==> src/rtl/arr_pkg.sv <==
// Shared definitions for the array port arbiter.
//   ARR_DEPTH / ARR_ADDR_W / ARR_DATA_W : default array geometry
//   STARVE_LIMIT / STARVE_W             : owner grant budget while the other side waits
//   arb_state_e                         : arbiter ownership states
package arr_pkg;

    localparam int ARR_DEPTH    = 1000;
    localparam int ARR_ADDR_W   = 10;
    localparam int ARR_DATA_W   = 27;
    localparam int STARVE_LIMIT = 16;
    localparam int STARVE_W     = 5;

    typedef enum logic [1:0] {
        IDLE = 2'd0,
        OWN0 = 2'd1,
        OWN1 = 2'd2
    } arb_state_e;

endpackage

==> src/rtl/arr_rd_tracker.sv <==
// One-cycle read tag and read-data routing for the array port arbiter.
//   clk, rst_i           : clock, synchronous active-high reset
//   issue_i              : a read is granted this cycle
//   owner_i, oor_i       : granted requester (1 = kernel), address out of range
//   arr_rdata_i          : RAM read data (one cycle after the address)
//   rvalid0_o/rvalid1_o  : read result valid per requester
//   rdata0_o/rdata1_o    : read result per requester, holds when not valid
module arr_rd_tracker
    import arr_pkg::*;
#(
    parameter int DATA_W = ARR_DATA_W
) (
    input  logic                     clk,
    input  logic                     rst_i,
    input  logic                     issue_i,
    input  logic                     owner_i,
    input  logic                     oor_i,
    input  logic signed [DATA_W-1:0] arr_rdata_i,
    output logic                     rvalid0_o,
    output logic                     rvalid1_o,
    output logic signed [DATA_W-1:0] rdata0_o,
    output logic signed [DATA_W-1:0] rdata1_o
);

    logic                     valid_q;
    logic                     owner_q;
    logic                     oor_q;
    logic signed [DATA_W-1:0] rdata0_q;
    logic signed [DATA_W-1:0] rdata1_q;
    logic signed [DATA_W-1:0] rdata_sel;

    // Out-of-range reads still complete, but never expose RAM contents.
    assign rdata_sel = oor_q ? '0 : arr_rdata_i;

    // Gating with reset drops a tag issued in the cycle before reset.
    assign rvalid0_o = valid_q & ~owner_q & ~rst_i;
    assign rvalid1_o = valid_q &  owner_q & ~rst_i;

    assign rdata0_o = rst_i ? '0 : (rvalid0_o ? rdata_sel : rdata0_q);
    assign rdata1_o = rst_i ? '0 : (rvalid1_o ? rdata_sel : rdata1_q);

    always_ff @(posedge clk) begin
        if (rst_i) begin
            valid_q  <= 1'b0;
            owner_q  <= 1'b0;
            oor_q    <= 1'b0;
            rdata0_q <= '0;
            rdata1_q <= '0;
        end else begin
            valid_q <= issue_i;
            owner_q <= owner_i;
            oor_q   <= oor_i;
            if (rvalid0_o) rdata0_q <= rdata_sel;
            if (rvalid1_o) rdata1_q <= rdata_sel;
        end
    end

endmodule

==> src/rtl/arr_port_arbiter.sv <==
// Two-requester arbiter in front of a single-port array RAM.
//   clk, r_enable                      : clock, synchronous active-high reset
//   reqN/weN/addrN/wdataN/lockN        : requester N access (0 = host, 1 = kernel)
//   gntN                               : combinational grant
//   rvalidN/rdataN                     : read result, one cycle after grant
//   errN                               : granted access had addrN >= DEPTH
//   arrWEnable_a/arrAddr_a/arrWData_a  : RAM port drive
//   arrRData_a                         : RAM read data
//
// state | meaning
// IDLE  | round-robin between requesters, rr_q picks the favoured one
// OWN0  | host holds the port while it keeps lock0 asserted
// OWN1  | kernel holds the port while it keeps lock1 asserted
module arr_port_arbiter
    import arr_pkg::*;
#(
    parameter int DEPTH  = ARR_DEPTH,
    parameter int ADDR_W = ARR_ADDR_W,
    parameter int DATA_W = ARR_DATA_W
) (
    input  logic                     clk,
    input  logic                     r_enable,
    input  logic                     req0,
    input  logic                     we0,
    input  logic        [ADDR_W-1:0] addr0,
    input  logic signed [DATA_W-1:0] wdata0,
    input  logic                     lock0,
    input  logic                     req1,
    input  logic                     we1,
    input  logic        [ADDR_W-1:0] addr1,
    input  logic signed [DATA_W-1:0] wdata1,
    input  logic                     lock1,
    output logic                     gnt0,
    output logic                     gnt1,
    output logic                     rvalid0,
    output logic                     rvalid1,
    output logic signed [DATA_W-1:0] rdata0,
    output logic signed [DATA_W-1:0] rdata1,
    output logic                     err0,
    output logic                     err1,
    output logic                     arrWEnable_a,
    output logic        [ADDR_W-1:0] arrAddr_a,
    output logic signed [DATA_W-1:0] arrWData_a,
    input  logic signed [DATA_W-1:0] arrRData_a
);

    // One extra bit so a DEPTH equal to 2**ADDR_W still compares correctly.
    localparam logic [ADDR_W:0] DEPTH_X = (ADDR_W+1)'(DEPTH);

    arb_state_e          state_q, state_d;
    logic                rr_q, rr_d;        // 1 = favour kernel in IDLE
    logic [STARVE_W-1:0] starve_q, starve_d;

    logic in_range0, in_range1, sel_in_range, sel_we, any_gnt;

    always_comb begin
        gnt0 = 1'b0;
        gnt1 = 1'b0;
        if (!r_enable) begin
            unique case (state_q)
                IDLE: begin
                    if (req0 && req1) begin
                        gnt0 = ~rr_q;
                        gnt1 =  rr_q;
                    end else begin
                        gnt0 = req0;
                        gnt1 = req1;
                    end
                end
                OWN0:    gnt0 = req0;
                OWN1:    gnt1 = req1;
                default: ;
            endcase
        end
    end

    always_comb begin
        state_d  = state_q;
        rr_d     = rr_q;
        starve_d = starve_q;
        unique case (state_q)
            IDLE: begin
                if (gnt0) begin
                    rr_d = 1'b1;
                    if (lock0) begin
                        state_d  = OWN0;
                        starve_d = req1 ? STARVE_W'(1) : '0;
                    end
                end else if (gnt1) begin
                    rr_d = 1'b0;
                    if (lock1) begin
                        state_d  = OWN1;
                        starve_d = req0 ? STARVE_W'(1) : '0;
                    end
                end
            end
            OWN0: begin
                if (!req0 || !lock0) begin
                    state_d  = IDLE;
                    rr_d     = 1'b1;
                    starve_d = '0;
                end else if (!req1) begin
                    starve_d = '0;
                end else if (starve_q == STARVE_W'(STARVE_LIMIT - 1)) begin
                    state_d  = IDLE;
                    rr_d     = 1'b1;
                    starve_d = '0;
                end else begin
                    starve_d = starve_q + STARVE_W'(1);
                end
            end
            OWN1: begin
                if (!req1 || !lock1) begin
                    state_d  = IDLE;
                    rr_d     = 1'b0;
                    starve_d = '0;
                end else if (!req0) begin
                    starve_d = '0;
                end else if (starve_q == STARVE_W'(STARVE_LIMIT - 1)) begin
                    state_d  = IDLE;
                    rr_d     = 1'b0;
                    starve_d = '0;
                end else begin
                    starve_d = starve_q + STARVE_W'(1);
                end
            end
            default: state_d = IDLE;
        endcase
    end

    always_ff @(posedge clk) begin
        if (r_enable) begin
            state_q  <= IDLE;
            rr_q     <= 1'b0;
            starve_q <= '0;
        end else begin
            state_q  <= state_d;
            rr_q     <= rr_d;
            starve_q <= starve_d;
        end
    end

    assign in_range0    = ({1'b0, addr0} < DEPTH_X);
    assign in_range1    = ({1'b0, addr1} < DEPTH_X);
    assign any_gnt      = gnt0 | gnt1;
    assign sel_we       = gnt1 ? we1 : we0;
    assign sel_in_range = gnt1 ? in_range1 : in_range0;

    assign arrWEnable_a = any_gnt & sel_we & sel_in_range;
    assign arrAddr_a    = gnt1 ? addr1 : addr0;
    assign arrWData_a   = gnt1 ? wdata1 : wdata0;

    assign err0 = gnt0 & ~in_range0;
    assign err1 = gnt1 & ~in_range1;

    arr_rd_tracker #(
        .DATA_W (DATA_W)
    ) u_rd_tracker (
        .clk         (clk),
        .rst_i       (r_enable),
        .issue_i     (any_gnt & ~sel_we),
        .owner_i     (gnt1),
        .oor_i       (~sel_in_range),
        .arr_rdata_i (arrRData_a),
        .rvalid0_o   (rvalid0),
        .rvalid1_o   (rvalid1),
        .rdata0_o    (rdata0),
        .rdata1_o    (rdata1)
    );

endmodule
==> config.mk <==
export PLATFORM = sky130hd
export DESIGN_NAME = arr_port_arbiter
export DESIGN_NICKNAME = d
export VERILOG_FILES = /design/src/rtl/arr_pkg.sv /design/src/rtl/arr_rd_tracker.sv /design/src/rtl/arr_port_arbiter.sv
export SDC_FILE = /design/constraint.sdc
export NUM_CORES = 1
export LEC_CHECK = 0
export ABC_AREA = 1
export ABC_CLOCK_PERIOD_IN_PS = 1800
export CAP_MARGIN = 20
export CORE_ASPECT_RATIO = 2
export CORE_MARGIN = 1.5
export CORE_UTILIZATION = 30
export DETAILED_ROUTE_END_ITERATION = 16
export PLACE_DENSITY = 0.79
export SETUP_SLACK_MARGIN = 0.02
export SLEW_MARGIN = 5
export SYNTH_ARGS = -nofsm -noshare
export SYNTH_HDL_FRONTEND = slang
export SYNTH_HIERARCHICAL = 1
export SYNTH_SLANG_ARGS = --single-unit
==> constraint.sdc <==
create_clock -name clk -period 1.8 [get_ports clk]
set_input_delay 0.36 -clock clk [delete_from_list [all_inputs] [get_ports clk]]
set_output_delay 0.36 -clock clk [all_outputs]
set_load 0.02 [all_outputs]
## Word level (Yosys, flattened, before mapping)

Index checks and enable logic that the tools add are counted.

- Register bits after elaboration: 65
- Output and inout port bits: 98

- Add/subtract/negate cells: 1
- $lt $le $gt $ge: 2
- Equality and inequality tests: 10
- Mux-type cells: 46
- Bitwise logic cells: 17
- Reductions and logical operators: 12

Operator list:

| cell | number |
|---|---|
| 2-to-1 mux 27 bit | 6 |
| 2-to-1 mux 5 bit | 9 |
| inequality test 3 bit (second input constant) | 7 |
| < comparator 10 bit (second input constant) | 2 |
| 2-to-1 mux 2 bit | 9 |
| 2-to-1 mux 1 bit | 16 |
| case mux 5 bit (3 select lines) | 1 |
| 2-to-1 mux 10 bit | 1 |
| AND 1 bit | 9 |
| NOT 1 bit | 7 |
| case mux 2 bit (3 select lines) | 1 |
| AND reduction 6 bit | 1 |
| adder 5 x 1 -> 5 bit (second input constant) | 1 |
| equality test 5 x 4 -> 1 bit (second input constant) | 1 |
| AND reduction 5 bit | 1 |
| zero test 1 bit | 4 |
| case mux 1 bit (2 select lines) | 2 |
| AND reduction 4 bit | 1 |
| case mux 1 bit (3 select lines) | 1 |
| nonzero test 3 bit | 1 |
| equality test 2 x 1 -> 1 bit (second input constant) | 1 |
| equality test 2 bit (second input constant) | 1 |
| zero test 2 bit | 1 |
| logical OR 1 bit | 2 |
| 2 further kinds | 2 |

## Logic depth before layout (Yosys ltp)

Gate-level depths: netlist of the first run.

- Word-level depth: 7
- Depth in mapped cells: 12

## Cells and area by module

The synthesis of the first run kept the hierarchy.

Modules (own cells, without submodules):

| module | instances | cells an instance | area an instance (µm²) | sequential area each (µm²) |
|---|---|---|---|---|
| arr_rd_tracker | 1 | 358 | 2446.1 | 1141.1 |
| arr_port_arbiter | 1 | 257 | 1246.2 | 160.2 |

## Least setup slack after synthesis of the first run

OpenSTA, ideal clock, no wires.

- Path kind: register to output
- Start point: register state_q[0]
- End point: output arrWEnable_a
- Data arrival time: 1.665 ns
- Slack: -0.225 ns
- Stages on the path, launching flop included: 9
- Buffers on the path: 0
- Cell sequence: dfxtp_1 -> inv_1 -> ha_1 -> nor2_1 -> nor3_2 -> nand2_2 -> inv_1 -> o21ai_0 -> nor2_1

- Longest elaborated chain between the ends: 6
- Elaborated cells between the ends (all ways): 12
- Those cells by class: 2 x eq/ne; 6 x mux; 3 x bitwise; 1 x reduce/logical

RTL lines:

| item | line | source |
|---|---|---|
| start, declared | arr_port_arbiter.sv:50 | `arb_state_e state_q, state_d;` |
| start signal, assigned | arr_port_arbiter.sv:137 | `state_q <= state_d;` |
| equality test 2 x 1 -> 1 bit / zero test 2 bit (equally long branches) | arr_port_arbiter.sv:60 | `unique case (state_q)` |
| case mux 1 bit (2 select lines) (*) | arr_port_arbiter.sv:60 |  |
| 2-to-1 mux 1 bit (*) | arr_port_arbiter.sv:59 | `if (!r_enable) begin` |
| net gnt0 | arr_port_arbiter.sv:33 | `output logic gnt0,` |
| OR 1 bit (*) | arr_port_arbiter.sv:145 | `assign any_gnt = gnt0 \| gnt1;` |
| AND 1 bit (*) (2 in a row) | arr_port_arbiter.sv:149 | `assign arrWEnable_a = any_gnt & sel_we & sel_in_range;` |
| end, declared | arr_port_arbiter.sv:41 | `output logic arrWEnable_a,` |

The timed path passes the listed nets; every way through them passes the cells marked *.

## Worst setup path in the final report of the first run

- Start point: register state_q[1]
- End point: output arrWEnable_a

- Longest elaborated chain between the ends: 6
- Elaborated cells between the ends (all ways): 12
- Those cells by class: 2 x eq/ne; 6 x mux; 3 x bitwise; 1 x reduce/logical

RTL lines:

| item | line |
|---|---|
| equality test 2 x 1 -> 1 bit (tied with other cells) | arr_port_arbiter.sv:60 |
| case mux 1 bit (2 select lines) | arr_port_arbiter.sv:60 |
| 2-to-1 mux 1 bit | arr_port_arbiter.sv:59 |
| OR 1 bit / 2-to-1 mux 1 bit (equally long branches) | arr_port_arbiter.sv:145, arr_port_arbiter.sv:146 |
| AND 1 bit | arr_port_arbiter.sv:149 |
| AND 1 bit (*) | arr_port_arbiter.sv:149 |

Mark *: on every way between the ends. The rest lies on a longest branch, timed or not.

==> reports/results.ini, run 1 <==
[cts]
clockBufferDepth = 2
clock_latency_ns = 0.33
htreeDepth = 3
clk_pin_slew_ns = 0.06
clock_sinks = 65
hold_buffers = 0
cts-buffers-inserted = 9
root_buffer = clkbuf_16
cts_tree = built

[synth]
synth-xor-area-share = 0.00237
syn-num-nets = 730
synth.area.top_cells = dfxtp_1 (35%), nand2_1 (23%), inv_1 (12%), nor2_1 (8.4%), o21bai_1 (5.7%)
synthMuxAreaShare = 0
ys_ff_latch = 65
synth_top_area_cell = dfxtp_1
avgSynthCellArea_um2 = 6.00
synth_area_um2 = 3690
netlist.area_leader.share = 0.352
synthCells = 615
synthAdderAreaFrac = 0.0203
synth-simple-area-share = 0.360
synth-compound-area-share = 0.114
synth_seq_area_share = 0.352
ys_types = 23
synth_top_family_by_area = simple AND/OR/NAND/NOR gates
ys_warn_count = 6

[global_route]
use_met1 = 0.214
antenna_found_initial = 0
grt_max_degree = 31
grt_util_all_layers = 0.224
grt-ovfl-total = 0
grt_util_met2 = 0.431
grt_pass1_vias = 4780
met3_usage = 0.0383
grt_pass1_wl_um = 22400
grt_busiest_layer = met2

[worst_setup_path]
cp_slowest_stage_delay_ns = 0.38
startpoint = state_q[1]$_SDFFE_PP0P_
worstSetupPathType = reg -> out
rr_worst_depth = 13
required_ns = 1.44
cp_max_fo = 6
path_cells = inv_4 > ha_4 > nand2_4 > nand2_4 > nand2_8 > buf_6 > nand2_2 > nand2_2 > o21ai_2 > nor2_2 > buf_6
critical_path_buf_inv_count = 3
critPathLaunchType = flip-flop
cp-endpoint = arrWEnable_a
r2r-start = state_q[1]$_SDFFE_PP0P_
slowest_stage = dfxtp_4
reg2reg_setup_slack_ns = -0.22
crit_cells = 11
r2r_end = starve_q[4]$_SDFFE_PP0P_
arrival_ns = 1.78
cp-end-kind = primary output
path_delay_family = simple AND/OR/NAND/NOR gates

[min_path]
min_path_type = in -> reg
min-delay-start = r_enable

[sta]
fin_skew_ns = 0.00418
fmax_mhz = 468
slew_headroom = 0.800
tns_ns = -20.39
rsz0062_at_grt = true
worst_pin_slew_ns = 0.300
slew_violations = 0
fin_crit_sh = 1.19
finalCriticalPeriod_ns = 2.14
setup_viol = 105
setup_ws_ns = -0.338
finalHoldViolations = 0
fin_hold_ws_ns = 0.473

[finish]
layout-drive-gt1-share = 0.477
area_delta_synth_final_pct = 125
finalNetCount = 1034
design_area_um2 = 8300
n_antenna_cell = 0

[floorplan]
die_x_um = 81.4
initial_utilization = 0.306
die_y_um = 160
coreArea_um2 = 12100
std_cell_rows = 57
die_area_um2 = 13000
ios = 207

[place]
dpl-instance-area_um2 = 6300
hpwl_um = 9130
preCtsSetupSlack_ns = -0.824
port_buffers = 206
place_congestion = 0.862

[power]
p_total_mw = 7.17
power.leakage_nw = 4.32
p_per_area_nw_per_um2 = 864
irDropWorstVdd_uv = 776

[drt]
route.detailed.drc = 0
ant_nets = 0
first_pass_iters = 4
drtIter0Drc = 210
vias = 5009
wl_per_cell_um = 15.3
viasPerCell = 4.68
drt_wl_total_um = 16400

[flow_run]
cap_violations = 0

[outcome]
violations = setup timing
status = complete, but fails checks

==> power by group <==
group	internal (mW)	switching [mW]
clock network	1.26	0.675
logic	1.75	1.79
registers	1.59	0.104
total	4.61	2.57
==> cells in the mapped netlist <==
cell type,count
o21ai_0,7
xnor2_1,1
nand3_1,10
nand4_1,6
clkinv_1,1
ha_1,6
a31oi_1,1
buf_4,4
o2111ai_1,1
clkbuf_1,6
nand2_2,2
nand2_1,226
nor2_4,1
a21oi_1,32
nor2_2,1
o21bai_1,28
nand3b_2,1
nor2_1,83
buf_2,14
inv_1,115
dfxtp_1,65
nand3_2,3
nor3_2,1
==> cell usage in the layout (no fill, tap or decap), types with 2 or more instances in the layout <==
cell type / netlist / layout
buf_6: 0 / 104
clkdlybuf4s50_1: 0 / 103
nand2_1: 226 / 101
nand2_2: 2 / 91
inv_1: 115 / 79
buf_4: 4 / 78
nor2_1: 83 / 63
dfxtp_1: 65 / 61
nand2_4: 0 / 34
inv_2: 0 / 32
a21oi_1: 32 / 24
o21bai_1: 28 / 24
clkbuf_16: 0 / 13
nor2_2: 1 / 12
nor2_4: 1 / 10
buf_12: 0 / 10
nand3_1: 10 / 9
buf_8: 0 / 7
nand4_1: 6 / 6
a21oi_2: 0 / 6
buf_16: 0 / 5
o21bai_4: 0 / 4
o21ai_2: 0 / 4
inv_4: 0 / 3
nand3_4: 0 / 3
ha_4: 0 / 3
dlymetal6s2s_1: 0 / 3
dfxtp_4: 0 / 3
nand2_8: 0 / 2
o21ai_0: 7 / 2
ha_1: 6 / 2
inv_6: 0 / 2
bufinv_16: 0 / 2
buf_2: 14 / 2
a21oi_4: 0 / 2
==> registers in the layout, summed over array words and instances, names as in the netlist <==
signal / flops
u_rd_tracker/rdata1_q: 27
state_q: 2
u_rd_tracker/oor_q: 1
u_rd_tracker/owner_q: 1
rr_q: 1
starve_q: 5
u_rd_tracker/rdata0_q: 27
u_rd_tracker/valid_q: 1
==> repair_timing <==
action	4_1_cts	5_1_grt
gates resized for setup	664	208
setup endpoints to repair	99	107
setup buffers	38	25
hold endpoints to repair	0	0
gates cloned	8	4
pin swaps	15	38
==> through the flow <==
step,utilization,cells
detailed placement,0.522,988
floorplan,-,615
CTS,0.613,1050
finish,0.689,1071
global placement,0.522,988
global route,0.689,1071
==> worst min path at each step <==
| stage | to | slack, ns | depth (start not counted) |
|---|---|---|---|
| after floorplan | rr_q$_SDFFE_PP0P_ | 0.47 | 2 |
| after global placement | u_rd_tracker/rdata0_q[13]$_DFF_P_ | 0.50 | 2 |
| after detailed placement | u_rd_tracker/rdata0_q[10]$_DFF_P_ | 0.50 | 2 |
| after CTS | u_rd_tracker/owner_q$_SDFF_PP0_ | 0.45 | 3 |
| after global routing | u_rd_tracker/oor_q$_SDFF_PP0_ | 0.50 | 3 |
| final | u_rd_tracker/valid_q$_SDFF_PP0_ | 0.47 | 3 |
==> cell type report <==
cell class | count | area (µm²)
well taps | 147 | 184
flip-flops and latches | 65 | 1310
multi-input cells | 410 | 2630
repair buffers | 317 | 3390
fillers | 880 | 3750
clock inverters | 5 | 86.3
inverters | 116 | 455
clock buffers | 11 | 243
==> worst register-to-register path: cells and delay by family (launching register included) <==
kind                     cells  cell delay, ns
buffers and inverters        6            0.62
AND/OR/NAND/NOR              5            0.62
flip-flops                   1            0.37
adder cells (fa/ha/maj)      1            0.17
AO/OA/AOI/OAI                1            0.14
==> metal layers <==
layer  vias up  wire [µm]  part of all wire
met5         -          0                 0
met3        47        666             0.041
met2       172       9350              0.57
li1       2455          -                 -
met1      2335       5720              0.35
met4         0        647             0.040
==> cells by family (layout without fill, tap and decap cells) <==
| group | count (synthesis) | in the layout |
|---|---|---|
| flops | 65 | 65 |
| compound gates | 69 | 69 |
| fa+ha+maj | 6 | 6 |
| simple gates | 334 | 334 |
| buf+inv | 140 | 449 |
| xor+xnor | 1 | 1 |
Note: power is estimated with default switching activity, not from simulation.
==> run 2: changes to the inputs <==
- CORE_UTILIZATION: 30 -> 35
- PLACE_DENSITY: 0.79 -> 0.88
==> reports/results.ini, run 2 (synthesis results as in run 1) <==
[cts]
clk_pin_slew_ns = 0.06  ; about the same
hold_buffers = 0  ; unchanged
clock_latency_ns = 0.33  ; about the same
clock_sinks = 65  ; unchanged
cts_tree = built
root_buffer = clkbuf_16
htreeDepth = 3  ; unchanged
cts-buffers-inserted = 9  ; unchanged
clockBufferDepth = 2  ; unchanged

[floorplan]
initial_utilization = 0.361  ; +0.0551
die_area_um2 = 11200  ; -14%
ios = 207  ; unchanged
std_cell_rows = 52  ; -8.8%
coreArea_um2 = 10200  ; -15%
die_y_um = 148  ; -7.3%
die_x_um = 75.6  ; -7.1%

[min_path]
min_path_type = reg -> reg
min-delay-start = u_rd_tracker/rdata0_q[13]$_DFF_P_
hold_depth = 2  ; -1
holdPathEnd = u_rd_tracker/rdata0_q[13]$_DFF_P_

[finish]
stdcell_count = 1055  ; -1.5%
layout-drive-gt1-share = 0.482  ; +0.00425
top_regs = u_rd_tracker/rdata0_q x27, u_rd_tracker/rdata1_q x27, starve_q x5
area_delta_synth_final_pct = 124
multi_input_area_um2 = 2740  ; +4.2%
finalNetCount = 1031  ; -0.29%
nFillCells = 568  ; -35%
seq_area_um2 = 1320  ; +0.19%
final_cell_mix = nand2_1 (108), clkdlybuf4s50_1 (103), buf_6 (97)
n_antenna_cell = 0  ; unchanged
final_common_cell = nand2_1

[sta]
tns_ns = -19.30  ; +1.10 ns
fin_hold_ws_ns = 0.519  ; +0.0464 ns
finalCriticalPeriod_ns = 2.19  ; +0.0564 ns
finalHoldViolations = 0  ; unchanged
slew_violations = 0  ; unchanged
fmax_mhz = 456  ; -2.6%
slew_headroom = 0.802  ; +0.00219
setup_ws_ns = -0.394  ; -0.0564 ns
fin_skew_ns = 0.00498  ; +0.000793 ns
worst_pin_slew_ns = 0.297  ; -0.00328 ns
setup_viol = 99  ; -5.7%
fin_crit_sh = 1.22  ; +0.0313
rsz0062_at_grt = true

[global_route]
antenna_found_initial = 0  ; unchanged
grt_pass1_wl_um = 24300  ; +8.7%
grt_pass1_vias = 5134  ; +7.4%
grt_max_degree = 27  ; -13%
grt-ovfl-total = 0  ; unchanged
grt_util_all_layers = 0.288  ; +0.0648

[worst_setup_path]
rr_worst_depth = 14  ; +1
worstSetupPathType = reg -> out
arrival_ns = 1.83  ; +0.05 ns
reg2reg_setup_slack_ns = -0.19  ; +0.03 ns
slowest_stage = dfxtp_4
r2r-start = state_q[0]$_SDFFE_PP0P_
critPathLaunchType = flip-flop
cp-end-kind = primary output
path_delay_family = buffers and inverters
cp_slowest_stage_delay_ns = 0.38  ; about the same
critical_path_buf_inv_count = 5  ; +2
required_ns = 1.44  ; about the same
cp_max_fo = 7  ; +1
path_cells = inv_4 > ha_4 > nand2_4 > nand2_4 > nand2_8 > clkinv_8 > buf_16 > buf_12 > nand2_4 > nand2_2 > buf_6
r2r_end = starve_q[0]$_SDFFE_PP0P_
cp_common_cell = nand2_4

[drt]
wl_per_cell_um = 17.5  ; +14%
dr.max_layer_used = met4
viasPerCell = 4.93  ; +5.4%
drt_wl_total_um = 18400  ; +13%
wl_met2_um = 10300  ; +9.9%
met3WireLength_um = 1070  ; +60%
drtIter0Drc = 242  ; +15%
route.detailed.drc = 0  ; unchanged
ant_nets = 0  ; unchanged
wl_met1_um = 6180  ; +8.2%
first_pass_iters = 5  ; +1
vias = 5201  ; +3.8%

[place]
dp_cells = 982  ; -0.61%
preCtsSetupSlack_ns = -0.874  ; -0.0502 ns
port_buffers = 206  ; unchanged
place_congestion = 0.885  ; +2.7%
hpwl_um = 10300  ; +12%

[power]
power.leakage_nw = 4.22  ; -2.2%
irDropWorstVdd_uv = 882  ; +14%
p_per_area_nw_per_um2 = 884  ; +2.3%

[outcome]
violations = setup timing
status = complete, but fails checks

[flow_run]
cap_violations = 0  ; unchanged

-- run 2: routing by layer --
| layer | vias to the layer above | track usage |
|---|---|---|
| met2 | 249 | 0.536 |
| met3 | 77 | 0.0888 |
| met1 | 2431 | 0.270 |
| met5 | - | 0 |
| li1 | 2444 | - |
| met4 | 0 | 0.138 |
-- run 2: worst max-delay path by stage --
stage,slack [ns],cells past startpoint,start,to
2_1_floorplan,0.03,8,state_q[0]$_SDFFE_PP0P_,arrWEnable_a
3_3_place_gp,-0.85,11,req0,arrWEnable_a
3_5_place_dp,-0.87,11,req0,arrWEnable_a
4_1_cts,-0.37,10,state_q[1]$_SDFFE_PP0P_,arrAddr_a[5]
5_1_grt,-0.44,11,state_q[1]$_SDFFE_PP0P_,arrAddr_a[0]
6_report,-0.39,11,state_q[1]$_SDFFE_PP0P_,arrWData_a[1]
-- run 2: what timing repair did --
item                       4_1_cts  5_1_grt
gates resized for setup        710      167
gates cloned                     8        2
setup buffers                   38       23
setup endpoints to repair       98      108
pin swaps                       38       48
-- run 2: cell type report --
class / instances / share of cell area
well taps: 135 / 0.0204
clock buffers: 10 / 0.0289
multi-input cells: 410 / 0.332
flip-flops and latches: 65 / 0.159
repair buffers: 314 / 0.397
inverters: 116 / 0.0554
clock inverters: 5 / 0.00681
-- run 2: worst min-delay path, stage by stage, from the launching register on --
cell and delay, ns:
dfxtp_1 0.30, o21bai_1 0.13, nor2_1 0.05
-- run 2: stage by stage --
stage	util	cell area, µm²	total power [mW]
finish	0.809	8270	7.31
global route	0.809	8270	7.58
CTS	0.746	7620	6.69
detailed placement	0.621	6350	4.27
global placement	0.621	6350	4.22
floorplan	-	3770	3.02
-- run 2: report_power, final --
group / leakage, nW / switching, mW / total (mW) / internal [mW]
combinational: 3.55 / 1.98 / 3.87 / 1.88
sequential: 0.530 / 0.106 / 1.70 / 1.60
clock: 0.144 / 0.644 / 1.74 / 1.10
total: 4.22 / 2.74 / 7.31 / 4.57
